[config.mk]
export PLATFORM = sky130hd
export DESIGN_NAME = pipeline_ctrl_flat
export DESIGN_NICKNAME = d
export VERILOG_FILES = /design/src/rtl/pipeline_ctrl_if.sv /design/src/rtl/pipeline_ctrl.sv /design/src/flat_wrapper.sv
export SDC_FILE = /design/constraint.sdc
export NUM_CORES = 1
export LEC_CHECK = 0
export CORE_ASPECT_RATIO = 0.6
export CORE_MARGIN = 2
export CORE_UTILIZATION = 41
export CTS_CLUSTER_SIZE = 12
export DETAILED_ROUTE_END_ITERATION = 10
export PLACE_DENSITY = 0.88
export SLEW_MARGIN = 10
export SYNTH_ARGS = -nofsm -noshare
export SYNTH_HDL_FRONTEND = slang
export SYNTH_SLANG_ARGS = --single-unit
export TNS_END_PERCENT = 5
[constraint.sdc]
create_clock -name CLK -period 3 [get_ports CLK]
set_input_delay 0.6 -clock CLK [delete_from_list [all_inputs] [get_ports CLK]]
set_output_delay 0.6 -clock CLK [all_outputs]
set_load 0.01 [all_outputs]
[src/rtl/pipeline_ctrl_if.sv]
// Control bundle between the five-stage datapath and its hazard/sequencing controller.
// master = datapath side (supplies stage fields), slave = controller side (drives controls).
interface pipeline_ctrl_if #(
  parameter int unsigned STALL_W = 16
);
  // Stage fields sampled from the datapath
  logic               ihit;
  logic               dhit;
  logic               mem_ren;
  logic               mem_wen;
  logic               ex_ren;
  logic [4:0]         ex_wreg;
  logic [4:0]         id_rs;
  logic [4:0]         id_rt;
  logic               id_uses_rt;
  logic               redirect;
  logic               wb_halt;

  // Controls applied to the PC and pipeline registers at the next edge
  logic               pc_wen;
  logic               ifid_wen;
  logic               idex_wen;
  logic               exmem_wen;
  logic               memwb_wen;
  logic               ifid_flush;
  logic               idex_flush;
  logic               exmem_flush;
  logic               memwb_flush;
  logic               imemREN;
  logic               halt;
  logic [STALL_W-1:0] stall_count;

  modport master (
    output ihit, dhit, mem_ren, mem_wen, ex_ren, ex_wreg, id_rs, id_rt,
           id_uses_rt, redirect, wb_halt,
    input  pc_wen, ifid_wen, idex_wen, exmem_wen, memwb_wen,
           ifid_flush, idex_flush, exmem_flush, memwb_flush,
           imemREN, halt, stall_count
  );

  modport slave (
    input  ihit, dhit, mem_ren, mem_wen, ex_ren, ex_wreg, id_rs, id_rt,
           id_uses_rt, redirect, wb_halt,
    output pc_wen, ifid_wen, idex_wen, exmem_wen, memwb_wen,
           ifid_flush, idex_flush, exmem_flush, memwb_flush,
           imemREN, halt, stall_count
  );
endinterface

[src/rtl/pipeline_ctrl.sv]
// Hazard and sequencing controller: pipeline write-enables/flushes, shared memory
// port arbitration, halt latch and a saturating stall-cycle counter.
module pipeline_ctrl #(
  parameter int unsigned STALL_W = 16
) (
  input logic            CLK,
  input logic            RST,
  pipeline_ctrl_if.slave bus
);

  typedef enum logic [1:0] {
    RUN   = 2'd0,
    DWAIT = 2'd1,
    HALT  = 2'd2
  } state_e;

  state_e             state_q, state_d;
  logic               halt_q;
  logic [STALL_W-1:0] stall_q;

  logic dpend;
  logic luse;

  logic pc_wen, ifid_wen, idex_wen, exmem_wen, memwb_wen;
  logic ifid_flush, idex_flush, exmem_flush, memwb_flush;
  logic imem_ren;

  assign dpend = bus.mem_ren | bus.mem_wen;

  // A load in EX whose destination is read by the instruction in ID
  assign luse = bus.ex_ren && (bus.ex_wreg != 5'd0) &&
                ((bus.ex_wreg == bus.id_rs) ||
                 (bus.id_uses_rt && (bus.ex_wreg == bus.id_rt)));

  // Mealy control decode; priority order inside RUN/DWAIT is significant
  always_comb begin
    state_d     = state_q;
    pc_wen      = 1'b0;
    ifid_wen    = 1'b0;
    idex_wen    = 1'b0;
    exmem_wen   = 1'b0;
    memwb_wen   = 1'b0;
    ifid_flush  = 1'b0;
    idex_flush  = 1'b0;
    exmem_flush = 1'b0;
    memwb_flush = 1'b0;
    imem_ren    = 1'b0;

    if (RST) begin
      ifid_flush  = 1'b1;
      idex_flush  = 1'b1;
      exmem_flush = 1'b1;
      memwb_flush = 1'b1;
      state_d     = RUN;
    end else begin
      unique case (state_q)
        RUN, DWAIT: begin
          imem_ren = (state_q == RUN) && !dpend;
          if (bus.wb_halt) begin
            ifid_flush  = 1'b1;
            idex_flush  = 1'b1;
            exmem_flush = 1'b1;
            state_d     = HALT;
          end else if (dpend && !bus.dhit) begin
            // Freeze upstream stages; a bubble drains into WB while data waits
            memwb_flush = 1'b1;
            state_d     = DWAIT;
          end else begin
            state_d = RUN;
            if (bus.redirect) begin
              pc_wen      = 1'b1;
              ifid_flush  = 1'b1;
              idex_flush  = 1'b1;
              exmem_flush = 1'b1;
              memwb_wen   = 1'b1;
            end else if (luse) begin
              idex_flush = 1'b1;
              exmem_wen  = 1'b1;
              memwb_wen  = 1'b1;
            end else if (!bus.ihit) begin
              ifid_flush = 1'b1;
              idex_wen   = 1'b1;
              exmem_wen  = 1'b1;
              memwb_wen  = 1'b1;
            end else begin
              pc_wen    = 1'b1;
              ifid_wen  = 1'b1;
              idex_wen  = 1'b1;
              exmem_wen = 1'b1;
              memwb_wen = 1'b1;
            end
          end
        end
        HALT: begin
          state_d = HALT;
        end
        default: begin
          state_d = RUN;
        end
      endcase
    end
  end

  // State, halt flag and saturating stall counter
  always_ff @(posedge CLK) begin
    if (RST) begin
      state_q <= RUN;
      halt_q  <= 1'b0;
      stall_q <= '0;
    end else begin
      state_q <= state_d;
      halt_q  <= (state_d == HALT);
      if ((state_q != HALT) && !pc_wen && (stall_q != {STALL_W{1'b1}})) begin
        stall_q <= stall_q + STALL_W'(1);
      end
    end
  end

  assign bus.pc_wen      = pc_wen;
  assign bus.ifid_wen    = ifid_wen;
  assign bus.idex_wen    = idex_wen;
  assign bus.exmem_wen   = exmem_wen;
  assign bus.memwb_wen   = memwb_wen;
  assign bus.ifid_flush  = ifid_flush;
  assign bus.idex_flush  = idex_flush;
  assign bus.exmem_flush = exmem_flush;
  assign bus.memwb_flush = memwb_flush;
  assign bus.imemREN     = imem_ren;
  assign bus.halt        = halt_q;
  assign bus.stall_count = stall_q;

endmodule

[src/flat_wrapper.sv]
// flat-port wrapper written by rule: the top's interface ports become plain ports
module pipeline_ctrl_flat 
#(
  parameter int unsigned STALL_W = 16
)
  (CLK, RST, bus_ihit, bus_dhit, bus_mem_ren, bus_mem_wen, bus_ex_ren, bus_ex_wreg, bus_id_rs, bus_id_rt, bus_id_uses_rt, bus_redirect, bus_wb_halt, bus_pc_wen, bus_ifid_wen, bus_idex_wen, bus_exmem_wen, bus_memwb_wen, bus_ifid_flush, bus_idex_flush, bus_exmem_flush, bus_memwb_flush, bus_imemREN, bus_halt, bus_stall_count);
  pipeline_ctrl_if #(.STALL_W(STALL_W)) bus_i ();
  input logic CLK;
  input logic RST;
  input wire logic [$bits(bus_i.ihit)-1:0] bus_ihit;
  input wire logic [$bits(bus_i.dhit)-1:0] bus_dhit;
  input wire logic [$bits(bus_i.mem_ren)-1:0] bus_mem_ren;
  input wire logic [$bits(bus_i.mem_wen)-1:0] bus_mem_wen;
  input wire logic [$bits(bus_i.ex_ren)-1:0] bus_ex_ren;
  input wire logic [$bits(bus_i.ex_wreg)-1:0] bus_ex_wreg;
  input wire logic [$bits(bus_i.id_rs)-1:0] bus_id_rs;
  input wire logic [$bits(bus_i.id_rt)-1:0] bus_id_rt;
  input wire logic [$bits(bus_i.id_uses_rt)-1:0] bus_id_uses_rt;
  input wire logic [$bits(bus_i.redirect)-1:0] bus_redirect;
  input wire logic [$bits(bus_i.wb_halt)-1:0] bus_wb_halt;
  output wire logic [$bits(bus_i.pc_wen)-1:0] bus_pc_wen;
  output wire logic [$bits(bus_i.ifid_wen)-1:0] bus_ifid_wen;
  output wire logic [$bits(bus_i.idex_wen)-1:0] bus_idex_wen;
  output wire logic [$bits(bus_i.exmem_wen)-1:0] bus_exmem_wen;
  output wire logic [$bits(bus_i.memwb_wen)-1:0] bus_memwb_wen;
  output wire logic [$bits(bus_i.ifid_flush)-1:0] bus_ifid_flush;
  output wire logic [$bits(bus_i.idex_flush)-1:0] bus_idex_flush;
  output wire logic [$bits(bus_i.exmem_flush)-1:0] bus_exmem_flush;
  output wire logic [$bits(bus_i.memwb_flush)-1:0] bus_memwb_flush;
  output wire logic [$bits(bus_i.imemREN)-1:0] bus_imemREN;
  output wire logic [$bits(bus_i.halt)-1:0] bus_halt;
  output wire logic [$bits(bus_i.stall_count)-1:0] bus_stall_count;
  assign bus_i.ihit = bus_ihit;
  assign bus_i.dhit = bus_dhit;
  assign bus_i.mem_ren = bus_mem_ren;
  assign bus_i.mem_wen = bus_mem_wen;
  assign bus_i.ex_ren = bus_ex_ren;
  assign bus_i.ex_wreg = bus_ex_wreg;
  assign bus_i.id_rs = bus_id_rs;
  assign bus_i.id_rt = bus_id_rt;
  assign bus_i.id_uses_rt = bus_id_uses_rt;
  assign bus_i.redirect = bus_redirect;
  assign bus_i.wb_halt = bus_wb_halt;
  assign bus_pc_wen = bus_i.pc_wen;
  assign bus_ifid_wen = bus_i.ifid_wen;
  assign bus_idex_wen = bus_i.idex_wen;
  assign bus_exmem_wen = bus_i.exmem_wen;
  assign bus_memwb_wen = bus_i.memwb_wen;
  assign bus_ifid_flush = bus_i.ifid_flush;
  assign bus_idex_flush = bus_i.idex_flush;
  assign bus_exmem_flush = bus_i.exmem_flush;
  assign bus_memwb_flush = bus_i.memwb_flush;
  assign bus_imemREN = bus_i.imemREN;
  assign bus_halt = bus_i.halt;
  assign bus_stall_count = bus_i.stall_count;
  pipeline_ctrl #(.STALL_W(STALL_W)) u_core (.CLK(CLK), .RST(RST), .bus(bus_i));
endmodule
# After elaboration in Yosys (flattened, before gate mapping)
# Index checks and enable logic that the tools add are counted.
# word_totals
ff_bits,19
in_bits,25
out_inout_bits,27
elab_cells,81
# classes
n_addsub,1
eq_ne,7
mux,55
n_bitwise,1
reduce_logical,14
# ops
operator,count
1-bit two-way mux,52
16-bit by 1-bit adder with 16-bit output (second input constant),1
16-bit != test (second input constant),1
5-bit == test,2
1-bit logical AND,7
5-bit nonzero test,1
2-bit == test (second input constant),2
2-bit two-way mux,2
2-bit one-hot mux with 2 select lines,1
1-bit logical NOT,3
2-bit by 1-bit == test with 1-bit output (second input constant),1
2-bit logical NOT,1
2-bit != test (second input constant),1
2-bit OR reduction,1
1-bit logical OR,1
1-bit OR,1

# Depth between registers and ports, before layout
# Gate-level depths: netlist of run 1.
# depth
ltp_word,13
ltp_mapped,9
depth_no_buf,8

# Worst setup path after synthesis of run 1
# Ideal clock, no wire load.
# synth_path
path_kind,in2out
from,input bus_ex_wreg[0]
to,output bus_ifid_wen
arrival_ns,1.826
path_slack_ns,0.574
cell_stages,4
n_path_buf,0
cell_sequence,or4_1 o21ai_1 nor2_1 nor4_1
# synth_via
elab_chain_cells,10
elab_cells_between_ends,13
cone_classes,eq/ne (2); mux (6); reduce/logical (5)
# synth_rtl
element,line,text
"start, declared",flat_wrapper.sv:15,input wire logic [$bits(bus_i.ex_wreg)-1:0] bus_ex_wreg;
5-bit == test,pipeline_ctrl.sv:33,(bus.id_uses_rt && (bus.ex_wreg == bus.id_rt)));
1-bit logical AND,pipeline_ctrl.sv:33,
1-bit logical OR,pipeline_ctrl.sv:32,((bus.ex_wreg == bus.id_rs) ||
1-bit logical AND (*),pipeline_ctrl.sv:31,assign luse = bus.ex_ren && (bus.ex_wreg != 5'd0) &&
1-bit two-way mux (*),pipeline_ctrl.sv:76,end else if (luse) begin
1-bit two-way mux (*),pipeline_ctrl.sv:70,if (bus.redirect) begin
1-bit two-way mux (*),pipeline_ctrl.sv:64,end else if (dpend && !bus.dhit) begin
1-bit two-way mux (*),pipeline_ctrl.sv:59,if (bus.wb_halt) begin
1-bit two-way mux (*),pipeline_ctrl.sv:56,unique case (state_q)
1-bit two-way mux (*),pipeline_ctrl.sv:49,if (RST) begin
"end, declared",flat_wrapper.sv:22,output wire logic [$bits(bus_i.ifid_wen)-1:0] bus_ifid_wen;
# Every way passes the cells marked *; elsewhere a longest branch is shown, timed or not.

# Worst setup path after layout of run 1
# layout_path
from,input bus_id_rt[1]
to,output bus_idex_flush
# layout_via
elab_chain_cells,10
# layout_rtl
element,line,text
"start, declared",flat_wrapper.sv:17,input wire logic [$bits(bus_i.id_rt)-1:0] bus_id_rt;
5-bit == test,pipeline_ctrl.sv:33,
1-bit logical AND,pipeline_ctrl.sv:33,
1-bit logical OR,pipeline_ctrl.sv:32,
1-bit logical AND,pipeline_ctrl.sv:31,
1-bit two-way mux,pipeline_ctrl.sv:76,
1-bit two-way mux,pipeline_ctrl.sv:70,
1-bit two-way mux,pipeline_ctrl.sv:64,
1-bit two-way mux,pipeline_ctrl.sv:59,
1-bit two-way mux,pipeline_ctrl.sv:56,
1-bit two-way mux,pipeline_ctrl.sv:49,
"end, declared",flat_wrapper.sv:27,output wire logic [$bits(bus_i.idex_flush)-1:0] bus_idex_flush;
# Every way passes these cells.

==> results of run 1 <==
-- worst max-delay path: stages --
cell             delay (ns)
clkdlybuf4s50_1        0.42
xor2_1                 0.16
nor4_2                 0.29
a32oi_1                0.18
nor2_2                 0.24
buf_4                  0.14
a21o_1                 0.11
clkdlybuf4s15_1        0.24
-- how the worst max path moves through the flow --
stage                                 to  cells past startpoint           start  slack, ns
after floorplan             bus_ifid_wen                      4  bus_ex_wreg[0]       0.57
after global placement    bus_ifid_flush                      8  bus_ex_wreg[3]      -0.26
after detailed placement  bus_ifid_flush                      8  bus_ex_wreg[3]      -0.38
after CTS                 bus_ifid_flush                      8    bus_id_rt[3]      -0.02
after global routing      bus_idex_flush                      8    bus_id_rt[1]      -0.06
final                     bus_idex_flush                      8    bus_id_rt[1]       0.02
-- repair_timing --
item | CTS | global route
pin swaps | 2 | 5
gates resized for setup | 12 | 13
buffers inserted | 1 | 2
cloned | 0 | 0
endpoints found under the setup margin | 6 | 10
-- synthesized netlist by cell type (2+ instances only) --
master    instances  share of area
xor2_1           11          0.084
or4_1            10          0.066
nor3_1            3          0.013
nor2_1           14          0.046
a21oi_1          11          0.048
o21ai_1           5          0.022
nor4b_1           2          0.015
nor2b_1           3          0.016
a211oi_1          3          0.020
dfxtp_1          19           0.33
o31ai_1           6          0.039
nand2_1           7          0.023
nand3_1           6          0.026
o211ai_1          2          0.013
inv_1             5          0.016
or3_1             3          0.016
nand4_1           4          0.022
-- state kept, by name, summed over array words and instances (netlist names) --
register and count:
u_core.bus.halt 1, u_core.state_q 2, u_core.bus.stall_count 16
-- logic make-up (layout without fill, tap and decap cells) --
kind of cell / Yosys count / after routing / synth area share
and+or+nand+nor: 60 / 60 / 0.309
DFF: 19 / 19 / 0.333
AOI/OAI and AO/OA: 37 / 37 / 0.216
muxes: 1 / 1 / 0.00876
xor gates and xnor gates: 12 / 12 / 0.0920
buffers and inverters: 9 / 80 / 0.0307
adders and majority gates: 1 / 1 / 0.0110
-- area by class of cell --
| class | instances | share of cell area |
|---|---|---|
| Multi-Input combinational cell | 111 | 0.396 |
| Sequential cell | 19 | 0.202 |
| Clock buffer | 4 | 0.0239 |
| Tap cell | 32 | 0.0213 |
| Timing Repair Buffer | 70 | 0.345 |
| Inverter | 6 | 0.0120 |
-- through the flow --
stage / total power, mW / utilization / cell area, um^2 / cells / setup TNS [ns]
final: 0.615 / 0.731 / 1880 / 242 / 0
after global routing: 0.639 / 0.731 / 1880 / 242 / -0.0556
after CTS: 0.613 / 0.724 / 1860 / 240 / -0.0230
after detailed placement: 0.434 / 0.704 / 1810 / 235 / -2.16
after global placement: 0.427 / 0.704 / 1810 / 235 / -1.04
after floorplan: 0.334 / - / 1140 / 139 / 0
-- routing by layer --
metal,wire [um],GRT usage
met5,0,0
met4,51,0.0604
met3,214,0.0536
met2,1720,0.387
met1,1540,0.288
-- power groups by stage --
stage	clock [mW]	sequential, mW	combinational, mW
finish	0.185	0.270	0.160
global route	0.195	0.271	0.173
CTS	0.185	0.270	0.158
detailed placement	0	0.275	0.159
global placement	0	0.275	0.153
floorplan	0	0.277	0.0573
==> flow_summary.ini, run 1 <==
[synth]
syn_avg_cell_area_um2 = 8.22
synth_nets = 165
ys_ff_latch = 19
syn_inst = 139
synth_flop_cell = dfxtp_1
synth_edf_count = 0
synth_async_sr_flop_share = 0
synth_cell_types = 42
synth-seq-area-share = 0.333
synth_warnings = 0
synth_area_um2 = 1140

[pwr]
vdd_drop_max_mv = 0.221
pwr-share-clk = 0.301
p_int_mw = 0.445
p_sw_mw = 0.170
power.density_nw_per_um2 = 327
comb_power_share = 0.260
p_leak_nw = 0.716
netSwitchingFraction = 0.277
p_seq_frac = 0.439

[critical_path]
worst_ep_arrival_time_ns = 2.38
reg2reg_from = u_core.state_q[1]
end_kind = primary output
reg2reg_to = u_core.bus.stall_count[5]
critical_path_required_ns = 2.40
crit_type = in -> out
critPathMaxFanout = 4
cp-start-kind = primary input
r2r_slack_ns = 0.83
worst-r2r-cell-count = 9

[cells_and_area]
drive_gt1_frac = 0.181
multiInputGateArea_um2 = 744
fillCellCount = 179
fin_nets = 237
area_growth_pct = 64.7
antenna_cells = 0
layout.cells.most_common_list = clkdlybuf4s50_1 (40), dfxtp_1 (19), buf_4 (18)
area.sequential_um2 = 380
final_common_cell = clkdlybuf4s50_1

[clock_network]
clk_latency_ns = 0.27
cts_sinks = 19
cts_tree = done
clk_pin_slew_ns = 0.07
h-tree-depth = 1
root_buffer = clkbuf_8
hold_buffers = 0
clockBufferDepth = 2
cts_buffers = 3

[die]
initial_core_util = 0.444
core_um2 = 2570
die_w_um = 72.1
dieArea_um2 = 3240
row_count = 14
pin_count = 52
die_h_um = 44.9

[timing]
tightest_slew_ns = 0.298
fin_crit_sh = 0.993
max_freq_mhz = 336
rsz0062_at_grt = yes
whs_ns = 0.505
finalMaxSlewViolations = 0
hold_viol = 0
setup_viol = 0
clock_skew_ns = 0.00197
final.setup.worst_slack_ns = 0.0207
relSlewSlack = 0.798
min_period_ns = 2.98

[placement]
gp_congestion = 0.853
dp_hpwl_um = 2680
place_ws_ns = -0.377
portBuffers = 51

[global_routing]
grt_first_pass_wirelength_um = 5640
grt_usage = 0.225
overflow = 0
grt_max_degree = 25
antenna_found_initial = 0
grt_pass1_vias = 1278

[route]
wire_per_inst_um = 14.5
first_iter_violations = 89
routed_wl_um = 3520
vias_per_cell = 5.67
drc = 0
vias = 1372
drtAntennaViolNets = 0
drt_first_pass_iters = 4

[min_path]
min_path_type = reg -> reg
hold_end = u_core.bus.stall_count[7]
min_path_cells = 2
hp-start = u_core.bus.stall_count[7]

[job]
drv_cap = 0

[status]
outcome = finished, final reports clean
(Power assumes the default switching activity.)
==> run 2: changes to the inputs <==
Settings changed: CAP_MARGIN set to 20.
==> results of run 2 <==
No change in the layout: final DEF, timing and power equal those of run 1.
